## src/rtl/inst_enc_if.sv

```systemverilog
// Handshake and field bundle between a decoded-field producer and inst_enc.
// The encoder uses the slave side. The producer and consumer use the master side.
interface inst_enc_if #(
  parameter int INST_NUM_WIDTH = 4,
  parameter int REG_ADDR_WIDTH = 5,
  parameter int IMM_WIDTH      = 32,
  parameter int ISA_WIDTH      = 32,
  parameter int CNT_W          = 32
);
  logic                      in_valid;
  logic                      in_ready;
  logic [INST_NUM_WIDTH-1:0] inst_num;
  logic [REG_ADDR_WIDTH-1:0] rd;
  logic [REG_ADDR_WIDTH-1:0] rs1;
  logic [REG_ADDR_WIDTH-1:0] rs2;
  logic [IMM_WIDTH-1:0]      imm;
  logic                      out_valid;
  logic                      out_ready;
  logic [ISA_WIDTH-1:0]      inst;
  logic                      err;
  logic                      err_sticky;
  logic [CNT_W-1:0]          enc_count;

  modport master (
    output in_valid, inst_num, rd, rs1, rs2, imm, out_ready,
    input  in_ready, out_valid, inst, err, err_sticky, enc_count
  );

  modport slave (
    input  in_valid, inst_num, rd, rs1, rs2, imm, out_ready,
    output in_ready, out_valid, inst, err, err_sticky, enc_count
  );
endinterface

```

## src/rtl/inst_enc.sv

```systemverilog
// RV32I instruction encoder (add/addi/lb/sb/beq/ebreak) with a 2-entry output FIFO.
// The FIFO is built as head and tail registers so that inst keeps its last word
// once the FIFO drains. Illegal fields are consumed, not pushed, and they pulse err.
module inst_enc #(
  parameter int DEPTH          = 2,
  parameter int CNT_W          = 32,
  parameter int INST_NUM_WIDTH = 4
) (
  input logic        clk,
  input logic        rst,
  inst_enc_if.slave  bus
);

  localparam logic [INST_NUM_WIDTH-1:0] OP_ADD    = INST_NUM_WIDTH'(1);
  localparam logic [INST_NUM_WIDTH-1:0] OP_ADDI   = INST_NUM_WIDTH'(2);
  localparam logic [INST_NUM_WIDTH-1:0] OP_BEQ    = INST_NUM_WIDTH'(3);
  localparam logic [INST_NUM_WIDTH-1:0] OP_LB     = INST_NUM_WIDTH'(4);
  localparam logic [INST_NUM_WIDTH-1:0] OP_SB     = INST_NUM_WIDTH'(5);
  localparam logic [INST_NUM_WIDTH-1:0] OP_EBREAK = INST_NUM_WIDTH'(6);
  localparam logic [2:0]                F3        = 3'b000;

  logic signed [31:0] imm_s;
  logic               imm12_ok;
  logic               imm13_ok;
  logic [31:0]        word;
  logic               legal;
  logic               accept;
  logic               push;
  logic               pop;

  logic [1:0]         count_q, count_d;
  logic [31:0]        head_q, head_d;
  logic [31:0]        tail_q, tail_d;
  logic               err_q, err_d;
  logic               err_sticky_q, err_sticky_d;
  logic [CNT_W-1:0]   enc_count_q, enc_count_d;

  assign imm_s    = bus.imm;
  assign imm12_ok = (imm_s >= -32'sd2048) && (imm_s <= 32'sd2047);
  assign imm13_ok = (imm_s >= -32'sd4096) && (imm_s <= 32'sd4094) && !imm_s[0];

  // Build the instruction word and its legality from the current fields
  always_comb begin
    word  = '0;
    legal = 1'b0;
    case (bus.inst_num)
      OP_ADD: begin
        word  = {7'b0, bus.rs2, bus.rs1, F3, bus.rd, 7'b0110011};
        legal = 1'b1;
      end
      OP_ADDI: begin
        word  = {imm_s[11:0], bus.rs1, F3, bus.rd, 7'b0010011};
        legal = imm12_ok;
      end
      OP_LB: begin
        word  = {imm_s[11:0], bus.rs1, F3, bus.rd, 7'b0000011};
        legal = imm12_ok;
      end
      OP_SB: begin
        word  = {imm_s[11:5], bus.rs2, bus.rs1, F3, imm_s[4:0], 7'b0100011};
        legal = imm12_ok;
      end
      OP_BEQ: begin
        word  = {imm_s[12], imm_s[10:5], bus.rs2, bus.rs1, F3, imm_s[4:1], imm_s[11], 7'b1100011};
        legal = imm13_ok;
      end
      OP_EBREAK: begin
        word  = 32'h0010_0073;
        legal = 1'b1;
      end
      default: begin
        word  = '0;
        legal = 1'b0;
      end
    endcase
  end

  assign bus.in_ready   = (count_q < 2'd2);
  assign bus.out_valid  = (count_q != 2'd0);
  assign bus.inst       = head_q;
  assign bus.err        = err_q;
  assign bus.err_sticky = err_sticky_q;
  assign bus.enc_count  = enc_count_q;

  assign accept = bus.in_valid && bus.in_ready;
  assign push   = accept && legal;
  assign pop    = bus.out_valid && bus.out_ready;

  // FIFO occupancy, head/tail movement, error flags and push counter
  always_comb begin
    count_d      = count_q;
    head_d       = head_q;
    tail_d       = tail_q;
    err_d        = accept && !legal;
    err_sticky_d = err_sticky_q || (accept && !legal);
    enc_count_d  = enc_count_q + CNT_W'(push);
    case (count_q)
      2'd0: begin
        if (push) begin
          head_d  = word;
          count_d = 2'd1;
        end
      end
      2'd1: begin
        if (push && pop) begin
          head_d = word;
        end else if (push) begin
          tail_d  = word;
          count_d = 2'd2;
        end else if (pop) begin
          count_d = 2'd0;
        end
      end
      2'd2: begin
        // in_ready is low here, so a pop is the only possible change
        if (pop) begin
          head_d  = tail_q;
          count_d = 2'd1;
        end
      end
      default: count_d = 2'd0;
    endcase
  end

  // State registers, cleared asynchronously
  always_ff @(posedge clk or posedge rst) begin
    if (rst) begin
      count_q      <= 2'd0;
      head_q       <= '0;
      tail_q       <= '0;
      err_q        <= 1'b0;
      err_sticky_q <= 1'b0;
      enc_count_q  <= '0;
    end else begin
      count_q      <= count_d;
      head_q       <= head_d;
      tail_q       <= tail_d;
      err_q        <= err_d;
      err_sticky_q <= err_sticky_d;
      enc_count_q  <= enc_count_d;
    end
  end

endmodule
```

## src/flat_wrapper.sv

```systemverilog
// flat-port wrapper written by rule: the top's interface ports become plain ports
module inst_enc_flat 
#(
  parameter int DEPTH          = 2,
  parameter int CNT_W          = 32,
  parameter int INST_NUM_WIDTH = 4
)
  (clk, rst, bus_in_valid, bus_inst_num, bus_rd, bus_rs1, bus_rs2, bus_imm, bus_out_ready, bus_in_ready, bus_out_valid, bus_inst, bus_err, bus_err_sticky, bus_enc_count);
  inst_enc_if #(.INST_NUM_WIDTH(INST_NUM_WIDTH), .CNT_W(CNT_W)) bus_i ();
  input logic clk;
  input logic rst;
  input wire logic [$bits(bus_i.in_valid)-1:0] bus_in_valid;
  input wire logic [$bits(bus_i.inst_num)-1:0] bus_inst_num;
  input wire logic [$bits(bus_i.rd)-1:0] bus_rd;
  input wire logic [$bits(bus_i.rs1)-1:0] bus_rs1;
  input wire logic [$bits(bus_i.rs2)-1:0] bus_rs2;
  input wire logic [$bits(bus_i.imm)-1:0] bus_imm;
  input wire logic [$bits(bus_i.out_ready)-1:0] bus_out_ready;
  output wire logic [$bits(bus_i.in_ready)-1:0] bus_in_ready;
  output wire logic [$bits(bus_i.out_valid)-1:0] bus_out_valid;
  output wire logic [$bits(bus_i.inst)-1:0] bus_inst;
  output wire logic [$bits(bus_i.err)-1:0] bus_err;
  output wire logic [$bits(bus_i.err_sticky)-1:0] bus_err_sticky;
  output wire logic [$bits(bus_i.enc_count)-1:0] bus_enc_count;
  assign bus_i.in_valid = bus_in_valid;
  assign bus_i.inst_num = bus_inst_num;
  assign bus_i.rd = bus_rd;
  assign bus_i.rs1 = bus_rs1;
  assign bus_i.rs2 = bus_rs2;
  assign bus_i.imm = bus_imm;
  assign bus_i.out_ready = bus_out_ready;
  assign bus_in_ready = bus_i.in_ready;
  assign bus_out_valid = bus_i.out_valid;
  assign bus_inst = bus_i.inst;
  assign bus_err = bus_i.err;
  assign bus_err_sticky = bus_i.err_sticky;
  assign bus_enc_count = bus_i.enc_count;
  inst_enc #(.DEPTH(DEPTH), .CNT_W(CNT_W), .INST_NUM_WIDTH(INST_NUM_WIDTH)) u_core (.clk(clk), .rst(rst), .bus(bus_i));
endmodule
```

## config.mk

```make
export PLATFORM = sky130hd
export DESIGN_NAME = inst_enc_flat
export DESIGN_NICKNAME = d
export VERILOG_FILES = /design/src/rtl/inst_enc_if.sv /design/src/rtl/inst_enc.sv /design/src/flat_wrapper.sv
export SDC_FILE = /design/constraint.sdc
export NUM_CORES = 1
export LEC_CHECK = 0
export CORE_MARGIN = 4
export CORE_UTILIZATION = 43
export CTS_CLUSTER_DIAMETER = 50
export DETAILED_ROUTE_END_ITERATION = 8
export PLACE_DENSITY = 0.76
export SETUP_SLACK_MARGIN = 0.4
export SYNTH_ARGS = -nofsm -noshare
export SYNTH_HDL_FRONTEND = slang
export SYNTH_SLANG_ARGS = --single-unit
```

## constraint.sdc

```tcl
create_clock -name clk -period 2.5 [get_ports clk]
set_clock_uncertainty 0.2 [all_clocks]
set_input_delay 0.25 -clock clk [delete_from_list [all_inputs] [get_ports clk]]
set_output_delay 0.25 -clock clk [all_outputs]
set_load 0.01 [all_outputs]
```

# == After elaboration in Yosys (flattened, before gate mapping) ==
# Cells that the tools add are included.
# op_classes
add_sub_neg,1
magnitude_cmp,5
eq_ne,13
mux,12
bitwise_logic,1
n_reduce_logical,19
# op_table
op,count
case mux 32 bit (6 select lines),1
2-to-1 mux 32 bit,3
case mux 32 bit (3 select lines),1
adder 32 x 1 -> 32 bit,1
"greater-or-equal comparator 32 x 12 -> 1 bit, second input constant",1
"greater-or-equal comparator 32 x 13 -> 1 bit, second input constant",1
"<= comparator 32 x 12 -> 1 bit, second input constant",1
"<= comparator 32 x 13 -> 1 bit, second input constant",1
"equality test 4 x 3 -> 1 bit, second input constant",3
2-to-1 mux 2 bit,5
"equality test 4 x 2 -> 1 bit, second input constant",2
logical AND 1 bit,8
AND reduction 4 bit,2
"inequality test 2 x 1 -> 1 bit, second input constant",3
case mux 2 bit (3 select lines),1
"equality test 4 x 1 -> 1 bit, second input constant",1
"inequality test 3 x 1 -> 1 bit, second input constant",1
case mux 1 bit (3 select lines),1
AND reduction 3 bit,1
nonzero test 3 bit,1
OR reduction 3 bit,1
"equality test 2 x 1 -> 1 bit, second input constant",1
"equality test 2 bit, second input constant",1
logical NOT 1 bit,2
7 further kinds,7
# totals
reg_bits,100
wordCells,57

# == Depth between registers and ports, before layout ==
# Gate-level depths: netlist of run 1.
# depth
ltp_word,8
ltp_mapped,14
ltp_nobuf,13

# == Worst setup path after synthesis of run 1 ==
# OpenSTA, ideal clock, no wires.
# synth_timing
kind,in2reg
from,in bus_imm[31]
to,"reg u_core.enc_count_q[29], in the netlist u_core.bus.enc_count[29]"
arrival_time_ns,2.633
required_ns,2.175
setup_slack_ns,-0.458
path_stages,13
path_buffers,0
cell_sequence,nand4_1 > or3_1 > o22ai_1 > a221o_2 > nor2b_1 > ha_1 > and2_1 > and4_1 > and4_1 > and2_1 > and2b_1 > nand3_1 > xnor2_1
# synth_between
elab_chain_cells,6
word_cells_on_any_way,10
classes_between,add/sub: 1; order compare: 4; mux: 1; reduce/logical: 4
# synth_lines
element,line_no,text
"start, declared",flat_wrapper.sv:17,input wire logic [$bits(bus_i.imm)-1:0] bus_imm;
greater-or-equal comparator 32 x 13 -> 1 bit or <= comparator 32 x 13 -> 1 bit (tied branches),inst_enc.sv:40,assign imm13_ok = (imm_s >= -32'sd4096) && (imm_s <= 32'sd4094) && !imm_s[0];
logical AND 1 bit (2 in a row),inst_enc.sv:40,
case mux 1 bit (3 select lines) (*),inst_enc.sv:46,case (bus.inst_num)
logical AND 1 bit (*),inst_enc.sv:86,assign push = accept && legal;
adder 32 x 1 -> 32 bit (*),inst_enc.sv:96,enc_count_d = enc_count_q + CNT_W'(push);
net u_core.enc_count_d[29],inst_enc.sv:36,"logic [CNT_W-1:0] enc_count_q, enc_count_d;"
"end signal, assigned",inst_enc.sv:140,enc_count_q <= enc_count_d;
"end, declared",inst_enc.sv:36,
# The timed path passes the listed nets; every way through them passes the cells marked *.
# A chain may end at the register's enable or synchronous reset.

# == Worst setup path in the final report of run 1 ==
# layout_timing
from,in bus_imm[14]
to,"reg u_core.enc_count_q[27], in the netlist u_core.bus.enc_count[27]"
# The elaborated chain is that of the path after synthesis.

==> run summary, run 1 <==
- outcome: finished, violations left
- violated checks: setup timing
- power per cell area: 602.6 nW/um2
- minimum setup slack in the final design: -0.09815 ns
- clk_lat worst skew: 0.34 ns
- synthesized area per cell: 9.510 um2
- number of cells on the worst reg-to-reg path: 11
- drt first-iter violations: 132
- antenna violations before repair: 0
- met1 wire length: 4.655 mm
- final std cell area, no fill: 6339 um2
- setup_tns: -0.4859 ns
- count of cell types in the netlist: 44
- overall global routing resource usage: 0.1895
- cell at the root of the clock tree: clkbuf_8
- Synth Warn #: 0
- overall die area: 11640 um2
- FMAX: 384.9 MHz
- Slowest-stage cell, CP: nor4_4
- final hold violation count: 0
- Period Utilization, post-route: 1.039
- sort of element at the start of the critical path: input port
- wire length of the first global-routing pass: 17.84 mm
- Worst Setup Path Type: input port to flip-flop
- cells along the critical path: buf_2, nor4_4, nand3_1, o22ai_2, a221o_2, nor2b_4, ha_4, and2_4, and4_4, and4_4, and2_4, and2b_2, buf_6, xor2_2
- sequential fraction of the synthesis area: 0.5134
- hold slack final: 0.1729 ns
- unrepaired setup endpoints after global routing: yes
- H-Tree Depth: 3
- utilization of the core after routing: 0.6515
- async set-reset flop share out of synthesis: 1.000
- Slew Viols, Final: 0
- count of nets after finishing: 666
- Seq cells post-synth: 88
- Port Buffer Count: 117
- share of layout cells above drive strength 1: 0.2378
- worst vdd rail ir drop: 0.2801 mV
- number of fill cells in the layout: 805
- cell area after synthesis: 4289 um2
- Static Leak: 2.792 nW
- worst hold path class: input port to async pin
- post-detailed-route via-to-cell ratio: 5.100
- power consumption: 3.820 mW
- Placement Cell Area: 5861 um2
- buffers and inverters on the worst path: 2
- # diodes: 0
- vias after detailed routing: 3810
- Post-Route WL: 11.10 mm
- dominant synthesized flop cell: dfrtp_1
- placeable core region: 9729 um2
- Maximum Capacitance Violations: 0
- final weighted congestion in routability-driven placement: 0.8570
- cells after synthesis: 451
- sink count of the clock tree: 88
- Clock Pin Slew Worst Setup and Hold Paths: 0.09 ns
- CTS Buffer Depth: 2
- initial standard-cell utilization of the core: 0.4408
- count of TritonRoute iterations in the first routing pass: 4
- Die Y-Extent: 107.9 um
- final setup violation count: 10
- via count of the first global-routing pass: 3856
- startpoint of the worst register-to-register path: u_core.count_q[1]
- largest net degree at the start of global routing: 89
- IO Pins: 123
- worst stage delay on the critical path: 0.29 ns
- Remaining DRCs: 0
- GR Overflow Total: 0
- max layer used: met4
- Post-synth EDFFs: 0
- met3 layer wire length in the routed design: 680 um
- WP data required: 2.56 ns
- kind of cell adding the most delay to the critical path: simple AND/OR/NAND/NOR gates
- area added between synthesis and finish: 47.78%
- length of routed met2 wiring: 5.594 mm
- Post-DRT Antenna Nets: 0
- count of standard-cell rows: 36
- data arrival time of the critical path: 2.66 ns
- top fanout value on the critical path: 3
- width of the die: 107.9 um
- HPWL Detailed: 7.915 mm
- critical path launch point: bus_imm[14]
- average wire per cell in the routed design: 14.86 um
- number of buffers added by the clock tree synthesis step: 9
- TritonCTS clock tree: done
- CP Depth: 14
- minimum period implied by the final worst setup slack: 2.598 ns
- type of destination of the critical path: flip-flop
[sequential cells by signal (all words and copies together), names as in the netlist]
name                   flops
u_core.bus.err_sticky      1
u_core.bus.enc_count      32
u_core.tail_q             26
u_core.bus.err             1
u_core.count_q             2
u_core.bus.inst           26
[cells in the final DEF (no fill, tap or decap), types with 5 or more instances in the layout]
| cell | netlist | final |
|---|---|---|
| clkdlybuf4s50_1 | 0 | 91 |
| dfrtp_1 | 88 | 88 |
| nand2_1 | 70 | 68 |
| nor2_1 | 65 | 57 |
| a21oi_1 | 46 | 46 |
| buf_4 | 10 | 43 |
| xnor2_1 | 24 | 22 |
| o21ai_0 | 22 | 22 |
| buf_6 | 4 | 20 |
| clkbuf_8 | 0 | 10 |
| buf_2 | 5 | 10 |
| nand4_1 | 8 | 8 |
| xor2_1 | 8 | 7 |
| mux2i_1 | 6 | 6 |
| nor2_4 | 0 | 6 |
| a22oi_1 | 6 | 6 |
| nand3_1 | 9 | 5 |
| mux2_4 | 5 | 5 |
| mux2_2 | 5 | 5 |
| conb_1 | 1 | 5 |
[logic make-up (layout without fill, tap and decap cells)]
| kind of cell | Yosys count | in the layout | share of synthesized area |
|---|---|---|---|
| other | 1 | 5 | 0.0008743 |
| XOR/XNOR | 32 | 32 | 0.06534 |
| multiplexers | 16 | 16 | 0.04463 |
| AND/OR/NAND/NOR | 191 | 191 | 0.2062 |
| flip-flops | 88 | 88 | 0.5134 |
| AO/OA/AOI/OAI | 90 | 90 | 0.1193 |
| adder cells (fa/ha/maj) | 2 | 2 | 0.005833 |
| buffers and inverters | 31 | 190 | 0.04434 |
[worst register-to-register path, cell delays in order (launching register included)]
cell,delay [ns]
dfrtp_1,0.41
clkinv_1,0.07
nand2_1,0.10
nor2b_4,0.16
ha_4,0.14
and2_4,0.14
and4_4,0.23
and4_4,0.23
and2_4,0.14
and2b_2,0.19
buf_6,0.11
xor2_2,0.16
[path summary, 6_finish.rpt]
| check | endpoint | slack, ns |
|---|---|---|
| max | u_core.bus.enc_count[27] | -0.1 |
| min | u_core.bus.enc_count[13] | 0.17 |
| max reg2reg | u_core.bus.enc_count[27] | 0.14 |
| min reg2reg | u_core.tail_q[1] | 0.27 |
| max in group asynchronous | u_core.bus.inst[6] | 1.56 |
| min in group clk | u_core.tail_q[5] | 0.21 |
[power by group]
part           total, mW  switching [mW]  internal (mW)
sequential          1.77           0.147           1.63
combinational      0.970           0.424          0.546
clock               1.08           0.486          0.589
total               3.82            1.06           2.76
[cell usage after synthesis (2+ instances only)]
| master | number | share of area |
|---|---|---|
| nand3_1 | 9 | 0.011 |
| mux2_2 | 5 | 0.013 |
| dfrtp_1 | 88 | 0.51 |
| or3_1 | 2 | 0.0029 |
| and3_1 | 5 | 0.0073 |
| and4_1 | 7 | 0.014 |
| buf_4 | 10 | 0.018 |
| buf_6 | 4 | 0.011 |
| nor2_1 | 65 | 0.057 |
| inv_1 | 4 | 0.0035 |
| o21ai_0 | 22 | 0.026 |
| nand2b_1 | 5 | 0.0073 |
| a22oi_1 | 6 | 0.011 |
| nor4_1 | 5 | 0.0073 |
| xor2_1 | 8 | 0.016 |
| clkbuf_1 | 7 | 0.0061 |
| a31oi_1 | 4 | 0.0058 |
| a21oi_1 | 46 | 0.054 |
| mux2_4 | 5 | 0.018 |
| o22ai_1 | 2 | 0.0029 |
| and2_1 | 4 | 0.0058 |
| or2_2 | 3 | 0.0044 |
| buf_2 | 5 | 0.0058 |
| ha_1 | 2 | 0.0058 |
| nand4_1 | 8 | 0.012 |
| xnor2_1 | 24 | 0.049 |
| nand2_1 | 70 | 0.061 |
| a32oi_1 | 4 | 0.0082 |
| o21a_1 | 2 | 0.0035 |
| mux2i_1 | 6 | 0.014 |
[per-stage QoR]
stage	cells	setup WS (ns)
2_1_floorplan	455	-0.2994
3_3_place_gp	718	-0.7515
3_5_place_dp	718	-0.8470
4_1_cts	740	-0.04929
5_1_grt	747	-0.1601
6_report	747	-0.09815
[cell type report]
| cell class | count | area, um2 | share of cell area |
|---|---|---|---|
| clock inverter | 5 | 80.08 | 0.01263 |
| clock buffer | 11 | 141.4 | 0.02231 |
| sequential | 88 | 2202 | 0.3474 |
| inverter | 5 | 22.52 | 0.003553 |
| tap | 133 | 166.4 | 0.02625 |
| timing repair buffer | 169 | 1572 | 0.2479 |
| multi-input combinational | 336 | 2155 | 0.3399 |
[routing by layer]
| metal | vias up | global-route usage |
|---|---|---|
| met3 | 17 | 0.03719 |
| met1 | 1817 | 0.2377 |
| met2 | 131 | 0.3344 |
| met4 | 0 | 0.04779 |
| li1 | 1845 | - |
| met5 | - | 0 |
[repair_timing]
action	4_1_cts	5_1_grt
hold buffers	0	0
pin swaps	26	15
setup endpoints to repair	86	32
resized for setup	137	24
buffers inserted	6	7
endpoints found under the hold margin	0	0
No activity file was read; power rests on OpenSTA's default activity.
==> inputs of run 2 (changes only) <==
- ABC_AREA: default -> 0
- CORE_UTILIZATION: 43 -> 39
- PLACE_DENSITY: 0.76 -> 0.7
==> run summary, run 2 (synthesis gave the netlist of run 1 again) <==
- hold path cells: 4
- count of TritonRoute iterations in the first routing pass: 4
- top fanout value on the critical path: 3
- placeable core region: 10790 um2
- largest net degree at the start of global routing: 89
- power consumption: 3.729 mW
- WP data required: 2.55 ns
- clk_lat worst skew: 0.35 ns
- share of layout cells above drive strength 1: 0.2471
- Static Leak: 2.822 nW
- IO Pins: 123
- most common cell after layout, fill and taps aside: clkdlybuf4s50_1
- Port Buffer Count: 117
- sort of element at the start of the critical path: input port
- number of buffers added by the clock tree synthesis step: 9
- violated checks: setup timing
- worst stage delay on the critical path: 0.29 ns
- overall die area: 12740 um2
- final std cells w/o fill: 747
- overall global routing resource usage: 0.1743
- minimum setup slack in the final design: -0.07494 ns
- count of nets after finishing: 659
- Slowest-stage cell, CP: nor4_4
- outcome: finished, violations left
- Die Y-Extent: 112.9 um
- Slew Viols, Final: 0
- number of fill cells in the layout: 897
- antenna violations before repair: 0
- flip-flop and latch area: 2202 um2
- final setup violation count: 6
- worst vdd rail ir drop: 0.3960 mV
- # diodes: 0
- sink count of the clock tree: 88
- Clock Pin Slew Worst Setup and Hold Paths: 0.08 ns
- cell at the root of the clock tree: clkbuf_8
- final weighted congestion in routability-driven placement: 0.7760
- most frequent cells in the layout: clkdlybuf4s50_1, dfrtp_1, nand2_1, nor2_1, a21oi_1
- width of the die: 112.9 um
- data arrival time of the critical path: 2.62 ns
- cells along the critical path: buf_2, nor4_4, nand3_1, o22ai_2, a221o_2, nor2b_4, ha_4, and2_4, and4_4, and4_4, and2_4, and2b_2, nand3_2, xnor2_2
- hold slack final: 0.08880 ns
- final hold violation count: 0
- Period Utilization, post-route: 1.030
- Worst Setup Path Type: input port to flip-flop
- unrepaired setup endpoints after global routing: yes
- combined area of the multi-input logic cells: 2221 um2
- FMAX: 388.4 MHz
- Post-Route WL: 11.31 mm
- average wire per cell in the routed design: 15.14 um
- Maximum Capacitance Violations: 0
- power per cell area: 588.7 nW/um2
- setup_tns: -0.1829 ns
- Cell Count Post-Placement: 725
- register-to-register path setup slack: 0.18 ns
- wire length of the first global-routing pass: 18.26 mm
- drt first-iter violations: 201
- type of destination of the critical path: flip-flop
- worst hold path class: input port to flip-flop
- Remaining DRCs: 0
- H-Tree Depth: 3
- number of cells on the worst reg-to-reg path: 11
- via count of the first global-routing pass: 3884
- count of standard-cell rows: 38
- Post-DRT Antenna Nets: 0
- max reg flops: 32
- post-detailed-route via-to-cell ratio: 5.040
- area added between synthesis and finish: 47.67%
- initial standard-cell utilization of the core: 0.3974
- vias after detailed routing: 3765
- GR Overflow Total: 0
- HPWL Detailed: 7.825 mm
- number of buffers inserted by hold repair at cts: 0
- TritonCTS clock tree: done
- CTS Buffer Depth: 2
- minimum period implied by the final worst setup slack: 2.575 ns
==> run 2: per-stage QoR <==
stage	setup slack, ns	utilization	area (um2)
after floorplan	-0.2994	-	4379
after global placement	-0.7750	0.5438	5869
after detailed placement	-0.8217	0.5438	5869
after CTS	-0.01641	0.5696	6147
after global routing	-0.1361	0.5868	6334
final	-0.07494	0.5868	6334
==> run 2: critical path: cells and delay by family <==
family	cells	cell delay, ns
and+or+nand+nor	9	1.61
AOI/OAI and AO/OA	2	0.37
xor gates and xnor gates	1	0.14
adders and majority gates	1	0.13
buffers and inverters	1	0.12
==> run 2: power by group <==
part | internal, mW | switching (mW)
clock network | 0.492 | 0.504
registers | 1.63 | 0.138
logic | 0.545 | 0.422
==> run 2: worst paths after layout <==
kind / from / to
setup reg to reg: u_core.count_q[1] / u_core.bus.enc_count[31]
min in group asynchronous: rst / u_core.bus.enc_count[23]
hold / removal: bus_inst_num[3] / u_core.bus.inst[31]
setup / recovery: bus_imm[18] / u_core.bus.enc_count[31]
max in group asynchronous: rst / u_core.tail_q[8]
hold reg to reg: u_core.tail_q[1] / u_core.tail_q[1]
==> run 2: per-layer routing <==
metal | global-route usage | part of all wire | vias up
met4 | 0.04808 | 0.016 | 0
met3 | 0.03957 | 0.055 | 15
met5 | 0 | 0 | -
li1 | - | - | 1835
met2 | 0.2986 | 0.50 | 115
met1 | 0.2224 | 0.43 | 1800
==> run 2: area by class of cell <==
type,count,area share
Multi-Input combinational cell,336,0.3507
Sequential cell,88,0.3477
Timing Repair Buffer,162,0.2390
Tap cell,140,0.02766
Clock buffer,12,0.02292
Clock inverter,4,0.008495
Inverter,5,0.003556
==> run 2: what timing repair did <==
item | 4_1_cts | 5_1_grt
resized for setup | 135 | 44
setup endpoints to repair | 84 | 40
pin swaps | 25 | 26
buffers inserted | 3 | 3
==> inputs of run 3 (changes only) <==
- CTS_CLUSTER_DIAMETER: 50 -> 80
==> results of run 3 <==
No change in the layout: final DEF, timing and power equal those of run 2.
